===== src/rtl/eth_pkg.sv =====
// Shared constants and state types for the Ethernet AXI4-Lite register bank.
package eth_pkg;

  localparam logic [1:0] RESP_OKAY   = 2'b00;
  localparam logic [1:0] RESP_SLVERR = 2'b10;

  localparam int unsigned STS_IDX_DEF = 8;
  localparam int unsigned STS_W       = 32;

  // Status bit positions driven by the datapath event sources
  localparam int unsigned STS_BIT_RX_CRC_ERR = 0;
  localparam int unsigned STS_BIT_RX_OVF     = 1;
  localparam int unsigned STS_BIT_TX_UNF     = 2;
  localparam int unsigned STS_BIT_LINK_CHG   = 3;

  typedef enum logic [1:0] {
    WR_IDLE = 2'd0,
    WR_HOLD = 2'd1,
    WR_RESP = 2'd2
  } wr_state_e;

  typedef enum logic {
    RD_IDLE = 1'b0,
    RD_RESP = 1'b1
  } rd_state_e;

endpackage


===== src/rtl/eth_sts_reg.sv =====
// Sticky status register: events set bits, W1C and clear-on-read clear them; set wins.
module eth_sts_reg
  import eth_pkg::*;
#(
  parameter int unsigned W = STS_W
) (
  input  logic         i_clk,
  input  logic         i_rst_n,
  input  logic [W-1:0] i_set,
  input  logic         i_w1c_en,
  input  logic [W-1:0] i_w1c_data,
  input  logic         i_rdclr,
  output logic [W-1:0] o_sts
);

  logic [W-1:0] r_sts;
  logic [W-1:0] w_clr;

  assign w_clr = (i_w1c_en ? i_w1c_data : '0) | {W{i_rdclr}};

  always_ff @(posedge i_clk or negedge i_rst_n) begin
    if (!i_rst_n) r_sts <= '0;
    else          r_sts <= (r_sts & ~w_clr) | i_set;
  end

  assign o_sts = r_sts;

endmodule


===== src/rtl/eth_axil_regs.sv =====
// AXI4-Lite register bank: NUM_REGS RW control words plus one sticky status word.
// Define ETH_REGS_RDCLR_EN to make an OKAY read of the status word clear it.
module eth_axil_regs
  import eth_pkg::*;
#(
  parameter int unsigned S_AXI_ADDR_WIDTH = 11,
  parameter int unsigned S_AXI_DATA_WIDTH = 32,
  parameter int unsigned NUM_REGS         = 8,
  parameter int unsigned STS_IDX          = STS_IDX_DEF
) (
  input  logic                                 s_axi_aclk,
  input  logic                                 s_axi_aresetn,
  input  logic [S_AXI_ADDR_WIDTH-1:0]          s_axi_awaddr,
  input  logic                                 s_axi_awvalid,
  output logic                                 s_axi_awready,
  input  logic [S_AXI_DATA_WIDTH-1:0]          s_axi_wdata,
  input  logic                                 s_axi_wvalid,
  output logic                                 s_axi_wready,
  output logic [1:0]                           s_axi_bresp,
  output logic                                 s_axi_bvalid,
  input  logic                                 s_axi_bready,
  input  logic [S_AXI_ADDR_WIDTH-1:0]          s_axi_araddr,
  input  logic                                 s_axi_arvalid,
  output logic                                 s_axi_arready,
  output logic [S_AXI_DATA_WIDTH-1:0]          s_axi_rdata,
  output logic [1:0]                           s_axi_rresp,
  output logic                                 s_axi_rvalid,
  input  logic                                 s_axi_rready,
  output logic [NUM_REGS*S_AXI_DATA_WIDTH-1:0] reg_out,
  output logic [NUM_REGS-1:0]                  reg_wr_stb,
  input  logic [S_AXI_DATA_WIDTH-1:0]          sts_evt
);

  localparam int unsigned DW   = S_AXI_DATA_WIDTH;
  localparam int unsigned IDXW = S_AXI_ADDR_WIDTH - 2;

  wr_state_e         r_wr_state;
  rd_state_e         r_rd_state;
  logic              r_awready, r_wready, r_bvalid, r_arready, r_rvalid;
  logic              r_aw_full, r_w_full;
  logic [1:0]        r_bresp, r_rresp;
  logic [IDXW-1:0]   r_aw_idx;
  logic [DW-1:0]     r_wdata, r_rdata;
  logic [DW-1:0]     r_regs [NUM_REGS];
  logic [NUM_REGS-1:0] r_wr_stb;

  logic            w_aw_hs, w_w_hs, w_ar_hs;
  logic            w_wr_reg, w_wr_sts, w_rd_ok, w_rdclr;
  logic [IDXW-1:0] w_ar_idx;
  logic [DW-1:0]   w_rd_data, w_sts;
  logic            w_unused_addr_lsb;

  assign w_unused_addr_lsb = ^{s_axi_awaddr[1:0], s_axi_araddr[1:0]};

  assign w_aw_hs  = s_axi_awvalid & r_awready;
  assign w_w_hs   = s_axi_wvalid & r_wready;
  assign w_ar_hs  = s_axi_arvalid & r_arready;
  assign w_ar_idx = s_axi_araddr[S_AXI_ADDR_WIDTH-1:2];

  // Commit happens in HOLD, the cycle after both AW and W are buffered
  assign w_wr_reg = (r_wr_state == WR_HOLD) && (32'(r_aw_idx) < NUM_REGS);
  assign w_wr_sts = (r_wr_state == WR_HOLD) && (r_aw_idx == IDXW'(STS_IDX));

  always_ff @(posedge s_axi_aclk or negedge s_axi_aresetn) begin
    if (!s_axi_aresetn) begin
      r_wr_state <= WR_IDLE;
      r_awready  <= 1'b0;
      r_wready   <= 1'b0;
      r_aw_full  <= 1'b0;
      r_w_full   <= 1'b0;
      r_aw_idx   <= '0;
      r_wdata    <= '0;
      r_bvalid   <= 1'b0;
      r_bresp    <= RESP_OKAY;
      r_wr_stb   <= '0;
      for (int i = 0; i < NUM_REGS; i++) r_regs[i] <= '0;
    end else begin
      r_wr_stb <= '0;
      case (r_wr_state)
        WR_IDLE: begin
          if (w_aw_hs) begin
            r_aw_full <= 1'b1;
            r_aw_idx  <= s_axi_awaddr[S_AXI_ADDR_WIDTH-1:2];
            r_awready <= 1'b0;
          end else if (!r_aw_full) begin
            r_awready <= 1'b1;
          end
          if (w_w_hs) begin
            r_w_full <= 1'b1;
            r_wdata  <= s_axi_wdata;
            r_wready <= 1'b0;
          end else if (!r_w_full) begin
            r_wready <= 1'b1;
          end
          if ((r_aw_full | w_aw_hs) && (r_w_full | w_w_hs)) r_wr_state <= WR_HOLD;
        end
        WR_HOLD: begin
          r_bvalid   <= 1'b1;
          r_bresp    <= (w_wr_reg || w_wr_sts) ? RESP_OKAY : RESP_SLVERR;
          r_wr_state <= WR_RESP;
          for (int i = 0; i < NUM_REGS; i++) begin
            if (w_wr_reg && (r_aw_idx == IDXW'(i))) begin
              r_regs[i]   <= r_wdata;
              r_wr_stb[i] <= 1'b1;
            end
          end
        end
        WR_RESP: begin
          if (s_axi_bready) begin
            r_bvalid   <= 1'b0;
            r_aw_full  <= 1'b0;
            r_w_full   <= 1'b0;
            r_awready  <= 1'b1;
            r_wready   <= 1'b1;
            r_wr_state <= WR_IDLE;
          end
        end
        default: r_wr_state <= WR_IDLE;
      endcase
    end
  end

  // Read decode on the live AR address; registered on the handshake
  always_comb begin
    w_rd_data = '0;
    w_rd_ok   = 1'b0;
    for (int i = 0; i < NUM_REGS; i++) begin
      if (w_ar_idx == IDXW'(i)) begin
        w_rd_data = r_regs[i];
        w_rd_ok   = 1'b1;
      end
    end
    if (w_ar_idx == IDXW'(STS_IDX)) begin
      w_rd_data = w_sts;
      w_rd_ok   = 1'b1;
    end
  end

  always_ff @(posedge s_axi_aclk or negedge s_axi_aresetn) begin
    if (!s_axi_aresetn) begin
      r_rd_state <= RD_IDLE;
      r_arready  <= 1'b0;
      r_rvalid   <= 1'b0;
      r_rdata    <= '0;
      r_rresp    <= RESP_OKAY;
    end else begin
      case (r_rd_state)
        RD_IDLE: begin
          if (w_ar_hs) begin
            r_rdata    <= w_rd_data;
            r_rresp    <= w_rd_ok ? RESP_OKAY : RESP_SLVERR;
            r_rvalid   <= 1'b1;
            r_arready  <= 1'b0;
            r_rd_state <= RD_RESP;
          end else begin
            r_arready <= 1'b1;
          end
        end
        RD_RESP: begin
          if (s_axi_rready) begin
            r_rvalid   <= 1'b0;
            r_arready  <= 1'b1;
            r_rd_state <= RD_IDLE;
          end
        end
        default: r_rd_state <= RD_IDLE;
      endcase
    end
  end

`ifdef ETH_REGS_RDCLR_EN
  assign w_rdclr = w_ar_hs && (w_ar_idx == IDXW'(STS_IDX));
`else
  assign w_rdclr = 1'b0;
`endif

  eth_sts_reg #(.W(DW)) u_sts (
    .i_clk      (s_axi_aclk),
    .i_rst_n    (s_axi_aresetn),
    .i_set      (sts_evt),
    .i_w1c_en   (w_wr_sts),
    .i_w1c_data (r_wdata),
    .i_rdclr    (w_rdclr),
    .o_sts      (w_sts)
  );

  for (genvar g = 0; g < NUM_REGS; g++) begin : g_out
    assign reg_out[g*DW +: DW] = r_regs[g];
  end

  assign s_axi_awready = r_awready;
  assign s_axi_wready  = r_wready;
  assign s_axi_bvalid  = r_bvalid;
  assign s_axi_bresp   = r_bresp;
  assign s_axi_arready = r_arready;
  assign s_axi_rvalid  = r_rvalid;
  assign s_axi_rdata   = r_rdata;
  assign s_axi_rresp   = r_rresp;
  assign reg_wr_stb    = r_wr_stb;

endmodule

===== config.mk =====
export PLATFORM = sky130hd
export DESIGN_NAME = eth_axil_regs
export DESIGN_NICKNAME = d
export VERILOG_FILES = /design/src/rtl/eth_pkg.sv /design/src/rtl/eth_sts_reg.sv /design/src/rtl/eth_axil_regs.sv
export SDC_FILE = /design/constraint.sdc
export NUM_CORES = 1
export LEC_CHECK = 0
export ABC_AREA = 1
export ABC_CLOCK_PERIOD_IN_PS = 2400
export CAP_MARGIN = 20
export CORE_ASPECT_RATIO = 0.7
export CORE_MARGIN = 5
export CORE_UTILIZATION = 50
export DETAILED_ROUTE_END_ITERATION = 10
export GPL_TIMING_DRIVEN = 0
export PLACE_DENSITY = 0.83
export REMOVE_ABC_BUFFERS = 1
export SETUP_SLACK_MARGIN = 0.3
export SLEW_MARGIN = 20
export SYNTH_ARGS = -nofsm -noshare
export SYNTH_HDL_FRONTEND = slang
export SYNTH_SLANG_ARGS = --single-unit

===== constraint.sdc =====
create_clock -name s_axi_aclk -period 2.4 [get_ports s_axi_aclk]
set_input_delay 0.48 -clock s_axi_aclk [delete_from_list [all_inputs] [get_ports s_axi_aclk]]
set_output_delay 0.48 -clock s_axi_aclk [all_outputs]
set_load 0.005 [all_outputs]

* After elaboration in Yosys (flattened, before gate mapping)
Cells that the tools add are included.
Storage, ports and cells: register bits after elaboration 383, input port bits 93, output and inout port bits 305
Operators by class: magnitude comparators 1, equal/unequal tests 26, muxes and demuxes 55, bitwise logic cells 9, reduce and logical (&&, ||, !) cells 35
Operator list (number):
- $mux W32 | 10
- $eq A9 B3 Y1 const B | 8
- $eq A9 B2 Y1 const B | 4
- $and A32 B32 Y32 | 1
- $not A32 Y32 | 1
- $or A32 B32 Y32 | 1
- $mux W1 | 31
- $reduce_and A2 Y1 | 14
- $eq A9 B1 Y1 const B | 2
- $eq A9 B4 Y1 const B | 2
- $logic_not A9 Y1 | 2
- $pmux W1 S2 | 8
- $ne A2 B2 Y1 const B | 6
- $reduce_and A3 Y1 | 4
- $logic_and A1 B1 Y1 | 11
- $lt A9 B4 Y1 const B | 1
- $mux W2 | 4
- $mux W8 | 1
- $ne A3 B3 Y1 const B | 2
- $pmux W2 S3 | 1
- $reduce_bool A2 Y1 | 2
- $and A1 B1 Y1 | 3
- $eq A2 B1 Y1 const B | 1
- $eq A2 B2 Y1 const B | 1
- other kinds (4) | 5

* Longest topological paths before layout
word-level depth 11, gate-level depth with buffers 13, depth with buffers taken out 13

* Hierarchy
Synthesis repeated with hierarchy kept, for this count alone.
Second synthesis, totals: cell total of the unflattened synthesis 1990, area, all modules 16522.1 um2
Modules (own cells, without submodules):
- eth_axil_regs | instances 1, cells each 1823, area each 15140.8 um2, sequential area each 8733.4 um2
- eth_sts_reg | instances 1, cells each 167, area each 1381.3 um2, sequential area each 800.8 um2

* Worst setup path after synthesis
Ideal clock, no wire load.
path type input port to flip-flop, start input port s_axi_araddr[7], end register r_rdata[15], in the netlist s_axi_rdata[15], arrival time 1.720 ns, data required time 2.284 ns, slack 0.563 ns, cell stages on the path 12, path buffers 1, cell sequence nor2_1 nand2_2 nor2_4 nand2_1 clkbuf_1 or2_2 nand2_1 nand2_1 nand2_1 nand3_1 nand2_1 nand2_1
On the way: word-level cells in the longest chain between the ends 10
RTL lines:
- start: declaration | line eth_axil_regs.sv:22 | input logic [S_AXI_ADDR_WIDTH-1:0] s_axi_araddr,
- $logic_not A9 Y1 | line eth_axil_regs.sv:128 | if (w_ar_idx == IDXW'(i)) begin
- $mux W32 (8 in series) | line eth_axil_regs.sv:128
- $mux W32 (*) | line eth_axil_regs.sv:133 | if (w_ar_idx == IDXW'(STS_IDX)) begin
- end signal: assignment | line eth_axil_regs.sv:150 | r_rdata <= w_rd_data;
- end: declaration | line eth_axil_regs.sv:43 | logic [DW-1:0] r_wdata, r_rdata;
Every way passes the cells marked *; elsewhere a longest branch is shown, timed or not. A chain may end at the register's enable or synchronous reset.

* Worst setup path after layout
start register r_aw_idx[6], end register r_regs (netlist bit reg_out[25])
On the way: word-level cells in the longest chain between the ends 4
RTL lines:
- start: declaration | line eth_axil_regs.sv:42 | logic [IDXW-1:0] r_aw_idx;
- start signal: assignment | line eth_axil_regs.sv:83 | r_aw_idx <= s_axi_awaddr[S_AXI_ADDR_WIDTH-1:2];
- $lt A9 B4 Y1 | line eth_axil_regs.sv:61 | assign w_wr_reg = (r_wr_state == WR_HOLD) && (32'(r_aw_idx) < NUM_REGS);
- $logic_and A1 B1 Y1 | line eth_axil_regs.sv:61
- $logic_and A1 B1 Y1 (*) | line eth_axil_regs.sv:102 | if (w_wr_reg && (r_aw_idx == IDXW'(i))) begin
- $reduce_and A2 Y1 (no source line) (*)
- end signal: indexed assignment | line eth_axil_regs.sv:103 | r_regs[i] <= r_wdata;
- end: declaration | line eth_axil_regs.sv:44 | logic [DW-1:0] r_regs [NUM_REGS];
Marked as above.

==> key figures <==
Status
  – Run status: complete, no violations

Placed design
  – Detailed placement HPWL: 40,500 um
  – Input/output buffers: approximately 400
  – Routability cong.: ~0.9
  – Instance count after placement with tap cells included: 2,753

Power and ir drop
  – Max rail drop VDD: between 0.7 and 0.8 mV
  – Overall power consumption: 16.5 mW
  – Portion of total power attributed to sequential cells: 0.431
  – Static leakage power: approximately 11 nW
  – Portion of total power attributed to combinational logic: 0.180
  – Switching pwr: between 5 and 6 mW
  – Cell Int Power: around 11 mW
  – Proportion of total power due to net switching: 0.307
  – Portion of total power attributed to the clock network: 0.389
  – Power density of the placed cells: around 690 nW/um2

Finish
  – Number of standard cells in the layout, taps in and fillers out: 2,914
  – Area growth from synthesis to layout: 44.2%
  – Count of filler cells inserted in the layout: ~2,200
  – Fin nets: between 2,000 and 3,000
  – Share of final-layout standard cells stronger than drive strength 1: 0.107

Synth
  – Average instance area after synthesis: 8.25 um2
  – Seq/Total Area, Yosys: 0.572
  – Combined area of all synthesized cells: about 17,000 um2
  – Number of flops mapped to enable cells by yosys: 0
  – Post-synthesis cell type count: 29
  – List of most frequent post-synthesis cells: sky130_fd_sc_hd__nand2_1, sky130_fd_sc_hd__dfrtp_1, sky130_fd_sc_hd__o21ai_0, sky130_fd_sc_hd__nand3_1, sky130_fd_sc_hd__inv_1
  – Largest area contributor in the synthesized netlist: sky130_fd_sc_hd__dfrtp_1
  – Primary flip-flop cell chosen by synthesis mapping: sky130_fd_sc_hd__dfrtp_1
  – Gate count after technology mapping: 2,019
  – Ranking of synthesized cells by area: sky130_fd_sc_hd__dfrtp_1, sky130_fd_sc_hd__nand2_1, sky130_fd_sc_hd__o21ai_0
  – Most frequently used cell type in the post-synthesis netlist: sky130_fd_sc_hd__nand2_1
  – Post-synthesis register bit count: ~380
  – Yosys warning count: 0
  – Async S/R FF share, synth: 1.00
  – Portion of synthesized cell area occupied by the leading cell type: 0.572

Setup path
  – Reg-to-Reg End: reg_out[25]
  – Kind of end point of the critical path: register
  – Critical path arrival: ~2600 ps
  – Critical path origin: r_aw_idx[6]
  – Worst reg2reg path depth: 9
  – Worst R2R Start: r_aw_idx[6]
  – Max FO, Critical Path: 40
  – Launching element type of the critical path: register
  – Reg2Reg Setup Slack: approximately 220 ps
  – Data required time of the critical path: approximately 2800 ps
  – Destination of the critical timing path: reg_out[25]
  – Critical path class: register to register

Clock tree
  – Clock tree buffer depth: 3
  – Root Buffer Master: sky130_fd_sc_hd__clkbuf_16
  – Num Clock Sinks: roughly 380
  – Clock slew at reported path FFs: ~70 ps
  – TritonCTS clock tree: done
  – Clock latency on the worst-skew pair: about 540 ps
  – TritonCTS Buffers: 38
  – Number of levels the H-tree was split into: 2

Route
  – Routed len/inst: approximately 26 um
  – DRC marker count from the first detailed-route iteration: 2,533
  – Post-detailed-route DRC marker count: 0
  – Iteration count of the initial detailed-routing pass: 8
  – Post-DRT Antenna Nets: 0
  – DR vias/cell: 6.09
  – Via count: 17,743
  – WL final: roughly 75,000 um

GRT
  – Overall Global Routing Usage: 0.380
  – Global-route wire length before repair: roughly 110,000 um
  – Number of global-route vias before repair: approximately 18,000
  – Met1 Resource Use GR: 0.482
  – Antenna violations before repair: 4
  – Largest net degree at the start of global routing: between 100 and 150
  – GRT busiest layer: met2
  – Met3 demand-to-capacity share in global routing: 0.128
  – Met2 demand-to-capacity share in global routing: 0.576
  – Overflow left after global routing: 0

STA
  – Unrepaired setup endpoints after global routing: true
  – Pins Over Slew Limit: 0
  – Worst slew margin relative to its limit: 0.403
  – Total negative slack: 0 ps
  – Final worst-path cycle share: 0.907
  – Highest Clock Rate: roughly 460 MHz
  – Final clock skew: between 15 and 20 ps
  – Least-Margin Pin Slew: 895 ps
  – Crit path time final: around 2200 ps
  – Hold violation count in the final report: 0
  – Final count of negative-setup-slack endpoints: 0

Die
  – Full die area: roughly 37,000 um2
  – Vertical die dimension: around 160 um
  – Io pins: between 300 and 400
  – Rows: 55
  – Initial Utilization: 0.511
  – Area inside the core boundary: 32,600 um2
  – Width of the chip: around 230 um

Job
  – Number of max-cap violations: 0

Min path
  – WHS Path Cells: 3
  – Classification of the worst-slack hold path: primary input to register
==> kinds of logic (layout without fill, tap and decap cells) <==
logic type | count (synthesis) | count (layout) | synth area share
flip-flops | 381 | 381 | 0.572
other | 1 | 3 | 0.000225
multiplexers | 2 | 2 | 0.00135
buffers and inverters | 281 | 731 | 0.0648
AO/OA/AOI/OAI | 389 | 389 | 0.118
AND/OR/NAND/NOR | 965 | 981 | 0.244
==> state kept, by name, summed over array words and instances (netlist names) <==
register	count
r_aw_idx	9
r_wr_state	2
s_axi_bresp	1
r_w_full	1
u_sts.o_sts	32
r_rd_state	1
s_axi_rresp	1
s_axi_arready	1
reg_wr_stb	8
s_axi_rdata	32
s_axi_awready	1
r_wdata	32
s_axi_wready	1
r_aw_full	1
reg_out	256
s_axi_bvalid	1
s_axi_rvalid	1
==> power by group through the flow <==
stage / Clock (mW) / Combinational [mW] / Sequential, mW
6_report: 6.40 / 2.96 / 7.10
5_1_grt: 6.69 / 3.16 / 7.13
4_1_cts: 6.39 / 2.73 / 7.10
3_5_place_dp: 0 / 2.42 / 7.18
3_3_place_gp: 0 / 2.22 / 7.17
2_1_floorplan: 0 / 1.23 / 7.13
==> metrics by stage <==
| stage | setup slack, ps | hold slack (ps) | utilization | cell area [um2] |
|---|---|---|---|---|
| floorplan | -5200 | 184 | - | 16200 |
| detailed placement | -1450 | 463 | 0.652 | 21300 |
| global placement | -15580 | 425 | 0.634 | 20700 |
| CTS | 169 | 445 | 0.723 | 23600 |
| finish | 224 | 458 | 0.737 | 24000 |
| global route | 190 | 459 | 0.737 | 24000 |
==> per-layer routing <==
layer / wire length, um / share of wire
met1: 26900 / 0.36
met2: 32200 / 0.43
met3: 10400 / 0.14
met4: 5020 / 0.067
met5: 21 / 0.00028
==> cell type report <==
class / instances / area, um2 / share of cell area
Inverter: 169 / 674 / 0.0281
Antenna cell: 1 / 2.50 / 0.000104
Multi-Input combinational cell: 1374 / 6620 / 0.275
Clock inverter: 10 / 158 / 0.00656
Sequential cell: 381 / 9540 / 0.397
Clock buffer: 57 / 1170 / 0.0485
Tap cell: 427 / 534 / 0.0222
Timing Repair Buffer: 495 / 5340 / 0.222
==> cells in the final DEF, fill, tap and decap left out, types with 6 or more instances in the layout <==
cell type and count:
sky130_fd_sc_hd__clkbuf_1 8, sky130_fd_sc_hd__or2_2 32, sky130_fd_sc_hd__o21ai_0 317, sky130_fd_sc_hd__buf_12 32, sky130_fd_sc_hd__nand4_1 8, sky130_fd_sc_hd__a21oi_1 44
sky130_fd_sc_hd__dfrtp_1 380, sky130_fd_sc_hd__buf_16 9, sky130_fd_sc_hd__nor2_4 7, sky130_fd_sc_hd__clkbuf_8 8, sky130_fd_sc_hd__nand2_1 591, sky130_fd_sc_hd__buf_4 55
sky130_fd_sc_hd__nor3_4 8, sky130_fd_sc_hd__or2_0 6, sky130_fd_sc_hd__nor2_1 102, sky130_fd_sc_hd__inv_1 159, sky130_fd_sc_hd__nand3_1 179, sky130_fd_sc_hd__clkbuf_16 43
sky130_fd_sc_hd__clkdlybuf4s50_1 387, sky130_fd_sc_hd__o21ai_1 25, sky130_fd_sc_hd__nand3_4 20
==> what timing repair did <==
action                                  4_1_cts  5_1_grt
hold buffers                                  1        0
resized for setup                            57       26
endpoints found under the setup margin      316      349
endpoints found under the hold margin        84        0
pin swaps                                    23       14
gates cloned                                 14        5
setup buffers                                51       22
==> worst min path at each step <==
stage	startpoint	to	slack, ps
after floorplan	s_axi_aresetn	r_aw_full	180
after global placement	r_rd_state	s_axi_rvalid	420
after detailed placement	r_rd_state	s_axi_rvalid	460
after CTS	sts_evt[18]	u_sts.o_sts[18]	450
after global routing	sts_evt[20]	u_sts.o_sts[20]	460
final	sts_evt[18]	u_sts.o_sts[18]	460
==> critical path, cell delays in order (launching register included) <==
cell,delay (ps)
sky130_fd_sc_hd__dfrtp_1,400
sky130_fd_sc_hd__nor2_2,230
sky130_fd_sc_hd__nand3_4,190
sky130_fd_sc_hd__nor2_2,210
sky130_fd_sc_hd__nand3_2,190
sky130_fd_sc_hd__nor2_2,240
sky130_fd_sc_hd__inv_4,160
sky130_fd_sc_hd__buf_12,220
sky130_fd_sc_hd__nand2_1,100
sky130_fd_sc_hd__o21ai_0,80
Note: power is estimated with default switching activity, not from simulation.
==> variant 1: new RTL, config.mk and constraints unchanged <==
Re-encode `wr_state_e` (3 states) as one-hot, 3 bits wide.
--- a/src/rtl/eth_pkg.sv
+++ b/src/rtl/eth_pkg.sv
@@ -14,8 +14,8 @@
   localparam int unsigned STS_BIT_LINK_CHG   = 3;
 
-  typedef enum logic [1:0] {
-    WR_IDLE = 2'd0,
-    WR_HOLD = 2'd1,
-    WR_RESP = 2'd2
+  typedef enum logic [2:0] {
+    WR_IDLE = 3'b001,
+    WR_HOLD = 3'b010,
+    WR_RESP = 3'b100
   } wr_state_e;
 
Function: same outputs for any inputs over 4 cycles, from zero or initial values and one cycle with s_axi_aresetn low; so few cycles prove little.
==> variant 1 against the unedited design <==
  * The flow now finishes with violations (negative setup slack)
  * Maximum frequency decreased by 11%
  * Total power increased by 21%
  * Non-clock buffer count decreased by 18
  * Setup slack got worse by 0.26 ns
  * Critical path depth increased by 1
  * Area after synthesis increased by 0.81%
  * Utilization decreased by 2.2 points
  * Count of clock-buffer cells in the layout increased by 4
  * Wire length decreased by 1.2%
  * Sequential cell count increased by 1
  * Final area decreased by 0.76%
==> variant 1: results (changes against the unedited design) <==
Synth Area in Adders 0 (unchanged); Netlist cell types 35 (+21%); Leak 10.8 nW (-2.6%); Slowest-stage cell, CP nor4_4; Peak VDD IR 1.02 mV (+45%); Cell Area, Placed 21200 µm² (-0.14%); crit path DAT 2.84 ns (+0.26 ns); Clock Skew 0.0291 ns (+0.0123 ns); GPL Wtd Cong 0.876 (-1.4%); antenna violations before repair 6 (+2); setup ws final -0.0353 ns (-0.259 ns); Largest stage delay, worst path 0.48 ns (+0.08 ns); nets@finish 2492 (-2.4%); Seq/Total Area, Yosys 0.569 (-0.00304); All-Layer GR Usage 0.343 (-0.0370); worst rel slew slack 0.398 (-0.00445); mux contribution to synthesized area 0 (-0.00135); largest net degree at the start of global routing 100 (-2.0%); Final setup viols 12 (+12); top cell types by occurrence after synthesis 683 x nand2_1, 381 x dfrtp_1, 200 x o21ai_0, 157 x inv_1, 124 x o21ai_1; vias in the first global route 16326 (-6.8%); DR pass1 iterations 6 (-2); first-pass GRT wire length 98100 µm (-8.8%); dpl hpwl 39600 µm (-2.3%); # port buffers 391 (unchanged); Synth Area in XOR/XNOR 0 (unchanged); violated checks negative setup slack; run status finished, violations left; setup TNS -0.213 ns (-0.213 ns); clock latency on the worst-skew pair 0.55 ns; wire per inst 25.7 µm (+0.53%); critical path peak fanout 32 (-20%); filler cell count 2329 (+3.6%); worst r2r path cells 10 (+1); Area contributors post-synth dfrtp_1 57%, nand2_1 15%, o21ai_0 6.0%; worst min path class input pin to asynchronous set/reset pin; vias per std cell 5.96 (-2.1%); root buffer cell clkbuf_16; Initial DRC Count 2364 (-6.7%); layout cells sized above 1 0.113 (+0.00550); Compound-Gate Fraction of Synth Area 0.114 (-0.00326); Worst-path clk slew 0.07 ns (about the same)
==> variant 1: changes by cell type after synthesis, sizes merged, moves of 8 or more <==
cell,change
buf,+31
nand4,+17
nand2,+83
nor2,-28
clkbuf,-35
nand3,-71
inv,-8
a21oi,-33
==> variant 1: area by class of cell <==
class | instances | area share
Tap cell | 435 | 0.0228
Timing Repair Buffer | 477 | 0.219
Clock inverter | 7 | 0.00383
Clock buffer | 61 | 0.0486
Multi-Input combinational cell | 1338 | 0.275
Sequential cell | 382 | 0.401
Inverter | 160 | 0.0291
Timing Repair inverter | 2 | 0.000735
Antenna cell | 3 | 0.000315
==> variant 1: timing repair <==
item | in CTS | in global routing
hold buffers | 1 | 0
setup endpoints to repair | 343 | 274
cloned | 5 | 13
resized for setup | 55 | 61
setup buffers | 25 | 33
pin swaps | 14 | 12
hold endpoints to repair | 16 | 0
==> variant 1: worst reg2reg max path: stages (launching register included) <==
cell	delay, ns
dfrtp_1	0.45
nor2_4	0.16
nand3_4	0.13
nor4_4	0.48
buf_6	0.20
buf_6	0.11
buf_12	0.10
nand3_4	0.20
buf_12	0.27
nand2_1	0.12
o21ai_0	0.07
==> variant 1: power by group <==
part	internal, mW	switching [mW]	leakage [nW]	total (mW)
registers	7.44	0.825	5.05	8.26
clock network	3.52	2.60	0.611	6.13
logic	2.10	3.38	5.18	5.48
total	13.1	6.81	10.8	19.9
==> variant 1: per-stage QoR <==
stage	hold slack, ns	utilization	worst slack (ns)	cells
after floorplan	0.184	-	-0.707	1868
after global placement	0.428	0.617	-15.48	2694
after detailed placement	0.319	0.637	-1.67	2717
after CTS	0.359	0.691	0.0614	2816
after global routing	0.387	0.715	-0.0332	2864
final	0.382	0.715	-0.0353	2865
==> variant 1: final timing paths <==
check / to / slack (ns) / from
max reg2reg: reg_out[119] / -0.04 / r_aw_idx[5]
max in group asynchronous: reg_out[0] / 0.76 / s_axi_aresetn
min in group s_axi_aclk: s_axi_rvalid / 0.45 / r_rd_state
min: s_axi_rdata[31] / 0.38 / s_axi_aresetn
max: reg_out[119] / -0.04 / r_aw_idx[5]
min reg2reg: s_axi_rvalid / 0.45 / r_rd_state
==> variant 1: cell families (layout without fill, tap and decap cells) <==
logic type      Yosys count  after routing
simple gates            961            973
flops                   382            382
compound gates          363            363
buf+inv                 268            707
other cells               1              5
==> variant 1: routing by layer <==
layer | vias up | wire length (µm) | GRT usage
met2 | 1327 | 32500 | 0.539
met4 | 2 | 4220 | 0.148
met1 | 8174 | 26000 | 0.443
met3 | 352 | 10900 | 0.109
li1 | 7221 | - | -
met5 | - | 13 | 0
==> variant 2: new RTL, same flow settings <==
Made on the original files. Build with the macro `ETH_REGS_RDCLR_EN` defined.
--- a/src/rtl/eth_axil_regs.sv
+++ b/src/rtl/eth_axil_regs.sv
@@ -1,4 +1,6 @@
 // AXI4-Lite register bank: NUM_REGS RW control words plus one sticky status word.
 // Define ETH_REGS_RDCLR_EN to make an OKAY read of the status word clear it.
+`define ETH_REGS_RDCLR_EN
+
 module eth_axil_regs
   import eth_pkg::*;
Check against the original RTL: same outputs for any inputs over 4 cycles, from zero or initial values and one cycle with s_axi_aresetn low; that may be too few to reach the edited logic, so the function may still have changed.
==> variant 2 against the unedited design <==
  * Non-clock buffer count decreased by 31
  * Worst hold slack improved by 0.021 ns
  * Highest routed layer is now met4
  * Setup slack got worse by 0.19 ns
  * Total power rose by 6.3%
  * Final area fell by 2.0%
  * Sequential cell count unchanged
  * Combinational power grew 20%
  * Area after synthesis is 1.1% lower
  * Wire length down 1.0%
  * First-iteration DRC count is 1.2% lower
==> variant 2: results (changes against the unedited design) <==
layout cells sized above 1 0.102 (-0.00568); dpl hpwl 42700 µm (+5.5%); top cell types by occurrence after synthesis 524 x nand2_1, 381 x dfrtp_1, 287 x o21ai_0, 184 x inv_1, 151 x nor2_1; Netlist cell types 32 (+10%); nets@finish 2443 (-4.3%); DR pass1 iterations 7 (-1); total CTS buffers 38 (unchanged); met1 Resource Use GR 0.472 (-0.00968); Peak VDD IR 0.648 mV (-8.4%); largest net degree at the start of global routing 100 (-2.0%); final wirelength 73800 µm (-1.0%); worst rel slew slack 0.373 (-0.0300); first-pass GRT wire length 101000 µm (-5.9%); worst r2r path cells 11 (+2); Leak 10.2 nW (-8.6%); Largest stage delay, worst path 0.46 ns (+0.06 ns); M3 GR Usage 0.118 (-0.00996); Cell Area, Placed 21300 µm² (about the same); vias per std cell 6.20 (+1.9%); worst min path class input pin to asynchronous set/reset pin; final std cells w/o fill 2808 (-3.6%); Seq/Total Area, Yosys 0.579 (+0.00643); # port buffers 391 (unchanged); GPL Wtd Cong 0.882 (-0.79%); run status completed; clock latency on the worst-skew pair roughly 0.55 ns; Clock Skew 0.0363 ns (+0.0195 ns); Placed Cells incl. Taps 2688 (-2.4%); Area contributors post-synth dfrtp_1 58%, nand2_1 12%, o21ai_0 8.7%; antenna violations before repair 2 (-2); vias in the first global route 16967 (-3.1%); critical path peak fanout 7 (-83%); Initial DRC Count 2502 (-1.2%); crit path DAT 2.73 ns (+0.15 ns); filler cell count 2187 (-2.7%); average size of a mapped cell 8.45 µm² (+2.4%); All-Layer GR Usage 0.362 (-0.0183); root buffer cell clkbuf_16; Slowest-stage cell, CP dfrtp_2; H-tree levels 2 (unchanged); met2 Track Usage GR 0.541 (-0.0356)
[variant 2: cell count changes after synthesis, moves of 10 or more]
cell / delta
nor2_1: +40
a21oi_1: -34
nand4_1: +23
o21ai_1: +16
or2_2: -31
nand3_1: -43
o21ai_0: -34
nor3_1: +20
inv_1: +18
a31o_2: +32
nand2_1: -76
buf_1: -10
[variant 2: worst paths after layout]
| kind | start | to | slack, ns |
|---|---|---|---|
| hold / removal | s_axi_aresetn | r_rd_state | 0.48 |
| min in group s_axi_aclk | s_axi_rdata[19] | s_axi_rdata[19] | 0.48 |
| setup / recovery | r_aw_idx[4] | reg_out[157] | 0.03 |
| hold reg to reg | s_axi_rdata[19] | s_axi_rdata[19] | 0.48 |
| setup reg to reg | r_aw_idx[4] | reg_out[157] | 0.03 |
| max in group asynchronous | s_axi_aresetn | reg_out[14] | 0.71 |
[variant 2: cell families after synthesis]
| kind of cell | share of synthesized area |
|---|---|
| other cells | 0.000228 |
| compound gates | 0.120 |
| buf+inv | 0.0711 |
| simple gates | 0.225 |
| flops | 0.579 |
| mux | 0.00471 |
[variant 2: final cells by class]
type / count / area (µm²) / area share
sequential: 381 / 9540 / 0.405
multi-input combinational: 1275 / 6210 / 0.264
timing repair buffer: 464 / 5160 / 0.219
clock buffer: 57 / 1200 / 0.0508
inverter: 188 / 779 / 0.0331
tap: 427 / 534 / 0.0227
clock inverter: 12 / 95.1 / 0.00404
timing repair inverter: 2 / 17.5 / 0.000744
antenna: 2 / 5.00 / 0.000213
[variant 2: metal layers]
layer  vias to the layer above  wire length [µm]
met5                         -                 0
met3                       461             11500
met1                      8214             25800
met4                         0              5740
met2                      1616             30800
li1                       7123                 -
[variant 2: power breakdown]
part           leakage [nW]  internal (mW)  switching [mW]
Sequential             5.04           7.06           0.675
Combinational          4.48           1.27            2.28
Clock                 0.644           3.57            2.65
[variant 2: what timing repair did]
| action | in CTS | in global routing |
|---|---|---|
| endpoints found under the hold margin | 59 | 0 |
| hold buffers | 1 | 0 |
| resized for setup | 29 | 51 |
| endpoints found under the setup margin | 254 | 288 |
| cloned | 3 | 7 |
| pin swaps | 12 | 13 |
| setup buffers | 17 | 21 |
[variant 2: stage by stage]
step | setup TNS [ns] | setup WS (ns) | hold WS [ns]
after global routing | 0 | 0.00816 | 0.497
after CTS | 0 | 0.211 | 0.478
after global placement | -6493.14 | -15.28 | 0.431
final | 0 | 0.0331 | 0.479
after floorplan | -75.13 | -0.988 | 0.184
after detailed placement | -71.38 | -1.03 | 0.446
